`config.mk`:
```
export PLATFORM = sky130hd
export DESIGN_NAME = multicycle_ctrl_flat
export DESIGN_NICKNAME = d
export VERILOG_FILES = /design/src/rtl/multicycle_ctrl_if.sv /design/src/rtl/multicycle_ctrl.sv /design/src/flat_wrapper.sv
export SDC_FILE = /design/constraint.sdc
export NUM_CORES = 1
export LEC_CHECK = 0
export CAP_MARGIN = 20
export CORE_MARGIN = 2
export CORE_UTILIZATION = 41
export DETAILED_ROUTE_END_ITERATION = 6
export PLACE_DENSITY_LB_ADDON = 0.08
export SYNTH_ARGS = -nofsm -noshare
export SYNTH_HDL_FRONTEND = slang
export SYNTH_SLANG_ARGS = --single-unit
```
`constraint.sdc`:
```
create_clock -name clk -period 1.5 [get_ports clk]
set_clock_uncertainty 0.1 [all_clocks]
set_input_delay 0.225 -clock clk [delete_from_list [all_inputs] [get_ports clk]]
set_output_delay 0.225 -clock clk [all_outputs]
set_load 0.02 [all_outputs]
```
`src/rtl/multicycle_ctrl_if.sv`:
```
// Control bundle between the multicycle controller and its datapath/memory.
// The illegal flag exists only when CTRL_ILLEGAL_TRAP_EN is defined.
interface multicycle_ctrl_if;
  logic [6:0] opcode;
  logic       mem_ready;
  logic [3:0] state;
  logic       instr_en;
  logic       pc_en;
  logic       mem_rd;
  logic       mem_wr;
  logic       reg_wr;
  logic [1:0] alu_op;
  logic       branch;
  logic       mem_timeout;
`ifdef CTRL_ILLEGAL_TRAP_EN
  logic       illegal;
`endif

  modport master (
    input  opcode, mem_ready,
    output state, instr_en, pc_en, mem_rd, mem_wr, reg_wr, alu_op, branch,
`ifdef CTRL_ILLEGAL_TRAP_EN
    output illegal,
`endif
    output mem_timeout
  );

  modport slave (
    output opcode, mem_ready,
    input  state, instr_en, pc_en, mem_rd, mem_wr, reg_wr, alu_op, branch,
`ifdef CTRL_ILLEGAL_TRAP_EN
    input  illegal,
`endif
    input  mem_timeout
  );
endinterface

```
`src/rtl/multicycle_ctrl.sv`:
```
// Multicycle CPU control FSM with a bounded memory wait counter.
// Define CTRL_ILLEGAL_TRAP_EN to trap unlisted opcodes in TRAP (else they act as NOPs).
module multicycle_ctrl #(
  parameter int MAX_WAIT = 15
) (
  input  logic              clk,
  input  logic              rst,
  multicycle_ctrl_if.master bus
);

  typedef enum logic [3:0] {
    S_FETCH  = 4'd0,
    S_DECODE = 4'd1,
    S_MEMADR = 4'd2,
    S_MEMRD  = 4'd3,
    S_MEMWB  = 4'd4,
    S_MEMWR  = 4'd5,
    S_EXECR  = 4'd6,
    S_EXECI  = 4'd7,
    S_ALUWB  = 4'd8,
    S_BRANCH = 4'd9,
`ifdef CTRL_ILLEGAL_TRAP_EN
    S_JAL    = 4'd10,
    S_TRAP   = 4'd11
`else
    S_JAL    = 4'd10
`endif
  } state_t;

  localparam logic [6:0] OP_LOAD   = 7'b0000011;
  localparam logic [6:0] OP_STORE  = 7'b0100011;
  localparam logic [6:0] OP_RTYPE  = 7'b0110011;
  localparam logic [6:0] OP_ITYPE  = 7'b0010011;
  localparam logic [6:0] OP_BRANCH = 7'b1100011;
  localparam logic [6:0] OP_JAL    = 7'b1101111;
  localparam logic [7:0] WAIT_LIM  = 8'(MAX_WAIT);

  state_t     r_state;
  logic [7:0] r_wait_cnt;
  logic       w_wait_state;
  logic       w_limit;
  logic       w_timeout;

  assign w_wait_state = (r_state == S_FETCH) || (r_state == S_MEMRD) || (r_state == S_MEMWR);
  assign w_limit      = (r_wait_cnt == WAIT_LIM);
  // mem_ready on the limit cycle wins over the abort
  assign w_timeout    = w_wait_state && !bus.mem_ready && w_limit;

  always_ff @(posedge clk) begin
    if (rst) begin
      r_state    <= S_FETCH;
      r_wait_cnt <= 8'd0;
    end else begin
      if (w_wait_state && !bus.mem_ready && !w_limit)
        r_wait_cnt <= r_wait_cnt + 8'd1;
      else
        r_wait_cnt <= 8'd0;

      case (r_state)
        S_FETCH:  if (bus.mem_ready) r_state <= S_DECODE;
                  else if (w_timeout) r_state <= S_FETCH;
        S_DECODE: begin
          case (bus.opcode)
            OP_LOAD, OP_STORE: r_state <= S_MEMADR;
            OP_RTYPE:          r_state <= S_EXECR;
            OP_ITYPE:          r_state <= S_EXECI;
            OP_BRANCH:         r_state <= S_BRANCH;
            OP_JAL:            r_state <= S_JAL;
`ifdef CTRL_ILLEGAL_TRAP_EN
            default:           r_state <= S_TRAP;
`else
            default:           r_state <= S_FETCH;
`endif
          endcase
        end
        S_MEMADR: r_state <= (bus.opcode == OP_LOAD) ? S_MEMRD : S_MEMWR;
        S_MEMRD:  if (bus.mem_ready) r_state <= S_MEMWB;
                  else if (w_timeout) r_state <= S_FETCH;
        S_MEMWR:  if (bus.mem_ready || w_timeout) r_state <= S_FETCH;
        S_EXECR:  r_state <= S_ALUWB;
        S_EXECI:  r_state <= S_ALUWB;
`ifdef CTRL_ILLEGAL_TRAP_EN
        S_TRAP:   r_state <= S_TRAP;
`endif
        default:  r_state <= S_FETCH;
      endcase
    end
  end

  always_comb begin
    bus.state       = r_state;
    bus.instr_en    = 1'b0;
    bus.pc_en       = 1'b0;
    bus.mem_rd      = 1'b0;
    bus.mem_wr      = 1'b0;
    bus.reg_wr      = 1'b0;
    bus.alu_op      = 2'b00;
    bus.branch      = 1'b0;
    bus.mem_timeout = w_timeout;
    case (r_state)
      S_FETCH: begin
        bus.mem_rd   = 1'b1;
        bus.instr_en = bus.mem_ready;
        bus.pc_en    = bus.mem_ready;
      end
      S_MEMRD:  bus.mem_rd = 1'b1;
      S_MEMWR:  bus.mem_wr = 1'b1;
      S_MEMWB:  bus.reg_wr = 1'b1;
      S_EXECR:  bus.alu_op = 2'b10;
      S_EXECI:  bus.alu_op = 2'b10;
      S_ALUWB:  bus.reg_wr = 1'b1;
      S_BRANCH: begin
        bus.alu_op = 2'b01;
        bus.branch = 1'b1;
      end
      S_JAL: begin
        bus.pc_en  = 1'b1;
        bus.reg_wr = 1'b1;
      end
      default: ;
    endcase
  end

`ifdef CTRL_ILLEGAL_TRAP_EN
  assign bus.illegal = (r_state == S_TRAP);
`endif

endmodule

```
`src/flat_wrapper.sv`:
```
// flat-port wrapper written by rule: the top's interface ports become plain ports
module multicycle_ctrl_flat 
#(
  parameter int MAX_WAIT = 15
)
  (clk, rst, bus_opcode, bus_mem_ready, bus_state, bus_instr_en, bus_pc_en, bus_mem_rd, bus_mem_wr, bus_reg_wr, bus_alu_op, bus_branch, bus_mem_timeout);
  multicycle_ctrl_if bus_i ();
  input  logic clk;
  input  logic rst;
  input wire logic [$bits(bus_i.opcode)-1:0] bus_opcode;
  input wire logic [$bits(bus_i.mem_ready)-1:0] bus_mem_ready;
  output wire logic [$bits(bus_i.state)-1:0] bus_state;
  output wire logic [$bits(bus_i.instr_en)-1:0] bus_instr_en;
  output wire logic [$bits(bus_i.pc_en)-1:0] bus_pc_en;
  output wire logic [$bits(bus_i.mem_rd)-1:0] bus_mem_rd;
  output wire logic [$bits(bus_i.mem_wr)-1:0] bus_mem_wr;
  output wire logic [$bits(bus_i.reg_wr)-1:0] bus_reg_wr;
  output wire logic [$bits(bus_i.alu_op)-1:0] bus_alu_op;
  output wire logic [$bits(bus_i.branch)-1:0] bus_branch;
  output wire logic [$bits(bus_i.mem_timeout)-1:0] bus_mem_timeout;
  assign bus_i.opcode = bus_opcode;
  assign bus_i.mem_ready = bus_mem_ready;
  assign bus_state = bus_i.state;
  assign bus_instr_en = bus_i.instr_en;
  assign bus_pc_en = bus_i.pc_en;
  assign bus_mem_rd = bus_i.mem_rd;
  assign bus_mem_wr = bus_i.mem_wr;
  assign bus_reg_wr = bus_i.reg_wr;
  assign bus_alu_op = bus_i.alu_op;
  assign bus_branch = bus_i.branch;
  assign bus_mem_timeout = bus_i.mem_timeout;
  multicycle_ctrl #(.MAX_WAIT(MAX_WAIT)) u_core (.clk(clk), .rst(rst), .bus(bus_i));
endmodule
```
* Word level (Yosys, flattened, before mapping)
Index checks and enable logic that the tools add are counted.
** Word-level totals
- Input bits :: 10
- Memory bits (read-only) :: 0
- Memories kept :: 0
- Latch bits :: 0
- Memory bits (writable) :: 0
- Word-level logic and storage cells :: 50
- Register bits :: 12
- Output and inout port bits :: 13
** Cells by class
- Eq/ne operators :: 18
- Add/sub/neg operators :: 1
- Shifts and indexed selects :: 0
- Reductions and logical operators :: 14
- $mul :: 0
- Magnitude comparators :: 0
- Bitwise gates (word level) :: 1
- Divide/modulo/power cells :: 0
- Multiplexer cells :: 14
** Operators with widths (count)
- $pmux 4 s6 :: 1
- $pmux 4 s5 :: 1
- $eq 4x3->1 const B :: 4
- $mux 4 :: 4
- $eq 7x6->1 const B :: 2
- $eq 7x7->1 const B :: 2
- $eq 4x4->1 const B :: 3
- $add 8x1->8 const B :: 1
- $eq 4x2->1 const B :: 2
- $eq 8x4->1 const B :: 1
- $reduce_or 2->1 :: 4
- $eq 7x2->1 const B :: 1
- $eq 7x5->1 const B :: 1
- $mux 1 :: 5
- $eq 4x1->1 const B :: 1
- $logic_not 4->1 :: 1
- $pmux 2 s2 :: 1
- $logic_and 1x1->1 :: 3
- $logic_or 1x1->1 :: 3
- $mux 3 :: 1
- $reduce_or 3->1 :: 1
- $logic_not 1->1 :: 2
- $ne 2x2->1 const B :: 1
- $pmux 1 s2 :: 1
- $not 1->1 :: 1

* Depth between registers and ports, before layout
- Depth after elaboration :: 8
- Mapped depth :: 6
- Mapped depth without buffers :: 5

* Worst setup path after synthesis
Ideal clock, no wire load.
- Kind :: register to output
- From :: register u_core.r_state[3] (netlist: u_core.bus.state[3])
- To :: output port bus_alu_op[0]
- Data required time :: 1175 ps
- Buffers on the path :: 2
- Arrival :: 1561 ps
- Stages on the path, launching flop included :: 5
- Setup slack :: -386 ps
- Path through :: dfxtp_1 clkbuf_1 nand2_1 nor3_1 buf_4
** Between the ends
- Word-level cells in the longest chain between the ends :: 3
- Elaborated cells on any way between the ends :: 5
- Classes of those cells :: 3 x eq/ne; 1 x mux; 1 x reduce/logical
** RTL lines
- start: declaration :: RTL line multicycle_ctrl.sv:38 : state_t r_state;
- start signal: assignment :: RTL line multicycle_ctrl.sv:76 : S_MEMADR: r_state <= (bus.opcode == OP_LOAD) ? S_MEMRD : S_MEMWR;
- $eq 4x3->1 :: RTL line multicycle_ctrl.sv:100 : case (r_state)
- $reduce_or 2->1 (no source line)
- $pmux 2 s2 (*) :: RTL line multicycle_ctrl.sv:100
- end: declaration :: RTL line flat_wrapper.sv:18 : output wire logic [$bits(bus_i.alu_op)-1:0] bus_alu_op;
Mark *: on every way between the ends. The rest lies on a longest branch, timed or not.

* Final worst setup path
- From :: register u_core.r_state[0] (netlist: u_core.bus.state[0])
- To :: register u_core.r_state[1] (netlist: u_core.bus.state[1])
** Between the ends
- Word-level cells in the longest chain between the ends :: 8
- Elaborated cells on any way between the ends :: 18
- Classes of those cells :: 7 x eq/ne; 4 x mux; 7 x reduce/logical
** RTL lines
- $eq 4x2->1 or $logic_not 4->1 (tied branches) :: RTL line multicycle_ctrl.sv:44, multicycle_ctrl.sv:59
- $logic_or 1x1->1 (2 in series) :: RTL line multicycle_ctrl.sv:44 : assign w_wait_state = (r_state == S_FETCH) || (r_state == S_MEMRD) || (r_state == S_MEMWR);
- $logic_and 1x1->1 (2 in series) :: RTL line multicycle_ctrl.sv:47 : assign w_timeout = w_wait_state && !bus.mem_ready && w_limit;
- $mux 4
- $mux 4, on equally long branches
- $pmux 4 s6 :: RTL line multicycle_ctrl.sv:59 : case (r_state)
Parallel ways exist; a longest one is shown, timed or not.
A chain may end at the register's enable or synchronous reset.

==> impl_metrics.json <==
{
  "syn_to_final_growth_pct": 101,
  "fin_crit_sh_pct": 120,
  "wl_per_cell_um": 16.0,
  "dp_hpwl_mm": 1.63,
  "ys_top_cells_by_area": "dfxtp_1, nor2_1, xor2_1, nor4_1, nand2_1",
  "ant_nets": 0,
  "ys_seq_area_share_pct": 31.0,
  "grt_setup_unrepaired": "true",
  "cts_made_buffers": 3,
  "period_needed_ns": 1.80,
  "grt_overflow": 0,
  "async_flop_share_pct": 0,
  "ios": 23,
  "synth_seq_cells": 12,
  "wirelength_mm": 3.01,
  "drt-pass1-iter-count": 4,
  "fill_cells": 83,
  "cap_violations": 0,
  "setup.worst_path.end_class": "flip-flop",
  "multi_input_area_um2": 651,
  "hp-class": "reg2reg",
  "violations": "setup timing",
  "p_leak_uw": 0.000671,
  "routed_via_density": 5.48,
  "rows": 15,
  "synth_mux_area_share_pct": 1.45,
  "htree_levels": 1,
  "synth_ff_type": "dfxtp_1",
  "cts_root_buf": "clkbuf_4",
  "synth_edf_count": 0,
  "syn_nets": 110,
  "drc": 0,
  "peakVddDrop_v": 0.000622,
  "startpoint_type": "flip-flop",
  "ys_types": 36,
  "syn_inst": 99,
  "dp_cells": 173,
  "crit_buf_inv": 4,
  "power_density_mw_per_mm2": 467,
  "initial_core_util_pct": 44.4,
  "synth-simple-area-share_pct": 38.1,
  "clock_sinks": 12,
  "critPathArrivalTime_ns": 1.86,
  "cp_max_fo": 5,
  "synth_warnings": 0,
  "postCtsHoldBufs": 0,
  "worst_pin_slew_ns": 0.428,
  "yosys.area.top_type": "dfxtp_1",
  "synth_top_area_share_pct": 31.0,
  "status": "finished, violations left",
  "synth_compound_area_share_pct": 12.3,
  "slowest_delay_ns": 0.36,
  "grt_max_degree": 9,
  "fmax_ghz": 0.555,
  "path_cells": "buf_6, buf_8, buf_6, nand2b_4, buf_6, nor2_1, o21ai_0, o311ai_1",
  "synth_top_family_by_area": "simple AND/OR/NAND/NOR gates",
  "fin_ws_ns": -0.302,
  "fin_nets": 175,
  "hold_viol": 0,
  "die_y_um": 47.5,
  "synth_common_cells": "nor2_1, dfxtp_1, nand2_1",
  "drt_iter0_drc": 26,
  "clockBufferDepth": 2,
  "grt_pass1_wl_mm": 3.94,
  "slew_violations": 0,
  "layoutNonFillerInstCount": 188,
  "grt_use_total_pct": 25.1,
  "vias": 1030,
  "core_area_mm2": 0.00175,
  "synth_area_um2": 774,
  "clk-insertion-delay-late_ns": 0.28,
  "synth.most_common_cell": "nor2_1",
  "dieArea_mm2": 0.00225,
  "drive_above_1_share_pct": 57.1,
  "clk_pin_slew_worst_paths_ns": 0.08,
  "cp_data_required_time_ns": 1.56,
  "maxSlewHeadroom_pct": 71.2,
  "cts_tree": "yes",
  "seqCellArea_um2": 255,
  "critPathTopFamily": "compound AO/OA/AOI/OAI gates",
  "cp_slowest_cell": "dfxtp_4",
  "path_class": "reg2reg",
  "holdWs_ns": 0.392,
  "grt_pass1_vias": 900,
  "die_w_um": 47.5,
  "antenna_found_initial": 0,
  "antennaDiodeCount": 0,
  "gp_congestion": 0.872,
  "io_buffer_count": 22,
  "syn_avg_cell_area_um2": 7.82,
  "yosys.area_share.adder_pct": 1.62,
  "cp_common_cell": "buf_6",
  "synth-xor-area-share_pct": 10.2,
  "setup-violations-final": 21
}
what timing repair did:
| action | CTS | global route |
|---|---|---|
| setup endpoints to repair | 25 | 25 |
| gates resized for setup | 84 | 22 |
| endpoints found under the hold margin | 0 | 0 |
| pin swaps | 20 | 12 |
| setup buffers | 8 | 4 |
area by class of cell:
class | count | area share [%]
multi-input combinational | 80 | 41.9
clock buffer | 4 | 1.69
sequential | 12 | 16.4
tap | 25 | 2.01
inverter | 1 | 0.242
timing repair buffer | 66 | 37.8
per-layer routing:
layer / track usage, % / vias to the layer above / part of all wire, %
li1: - / 480 / -
met3: 6.42 / 15 / 7.6
met2: 43.2 / 65 / 51
met5: 0 / - / 0
met1: 30.7 / 470 / 38
met4: 7.22 / 0 / 3.3
path summary, 6_finish.rpt:
check	depth (start not counted)	slack (ns)	from	to
max	8	-0.30	u_core.bus.state[0]	u_core.bus.state[1]
min	2	0.39	u_core.r_wait_cnt[0]	u_core.r_wait_cnt[0]
max reg2reg	8	-0.30	u_core.bus.state[0]	u_core.bus.state[1]
min reg2reg	2	0.39	u_core.r_wait_cnt[0]	u_core.r_wait_cnt[0]
through the flow:
| stage | setup TNS (ns) | setup WS [ns] | total power (µW) | utilization [%] | cell area, µm² |
|---|---|---|---|---|---|
| after floorplan | -1.04 | -0.113 | 398 | - | 858 |
| after global placement | -6.42 | -0.503 | 476 | 75.2 | 1310 |
| after detailed placement | -6.93 | -0.524 | 479 | 75.2 | 1310 |
| after CTS | -3.22 | -0.313 | 698 | 83.7 | 1460 |
| after global routing | -4.72 | -0.332 | 747 | 89.0 | 1550 |
| final | -3.89 | -0.302 | 725 | 89.0 | 1550 |
state kept, by name, summed over array words and instances, names as in the netlist:
| register | flops |
|---|---|
| u_core.r_wait_cnt | 8 |
| u_core.bus.state | 4 |
cells in the final DEF, fill, tap and decap left out, types with 2 or more instances in the layout:
cell type        netlist  final
clkbuf_4               0      3
xnor2_1                2      2
o21ai_0                2      2
dfxtp_2                0      3
nor2_1                18     12
a21oi_1                4      4
buf_4                  2     37
dfxtp_4                0      3
xor2_1                 7      7
nor2_4                 0      2
dfxtp_1               12      6
nor2_2                 0      4
buf_6                  1     15
dlygate4sd2_1          0      4
nor4_2                 0      3
nor4_4                 0      2
nand2_1                9      6
nand3b_1               2      2
clkdlybuf4s50_1        0      5
nor3_2                 0      2
nand2b_1               3      2
nand3_1                2      2
nand2_4                0      2
buf_8                  0      2
clkdlybuf4s15_1        0      2
or2_2                  2      2
kinds of logic after synthesis:
group / Yosys count
flip-flops: 12
buffers and inverters: 7
adder cells (fa/ha/maj): 1
AO/OA/AOI/OAI: 13
XOR/XNOR: 9
AND/OR/NAND/NOR: 56
multiplexers: 1
worst register-to-register path, stage by stage, from the launching register on:
cell and delay, ns:
dfxtp_4 0.36, buf_6 0.10, buf_8 0.11, buf_6 0.12, nand2b_4 0.07, buf_6 0.13, nor2_1 0.15, o21ai_0 0.21
o311ai_1 0.34
where the power goes:
part	internal [µW]	switching (µW)
Clock	103	113
Sequential	319	3.21
Combinational	97.5	88.8
Note: power is estimated with default switching activity, not from simulation.
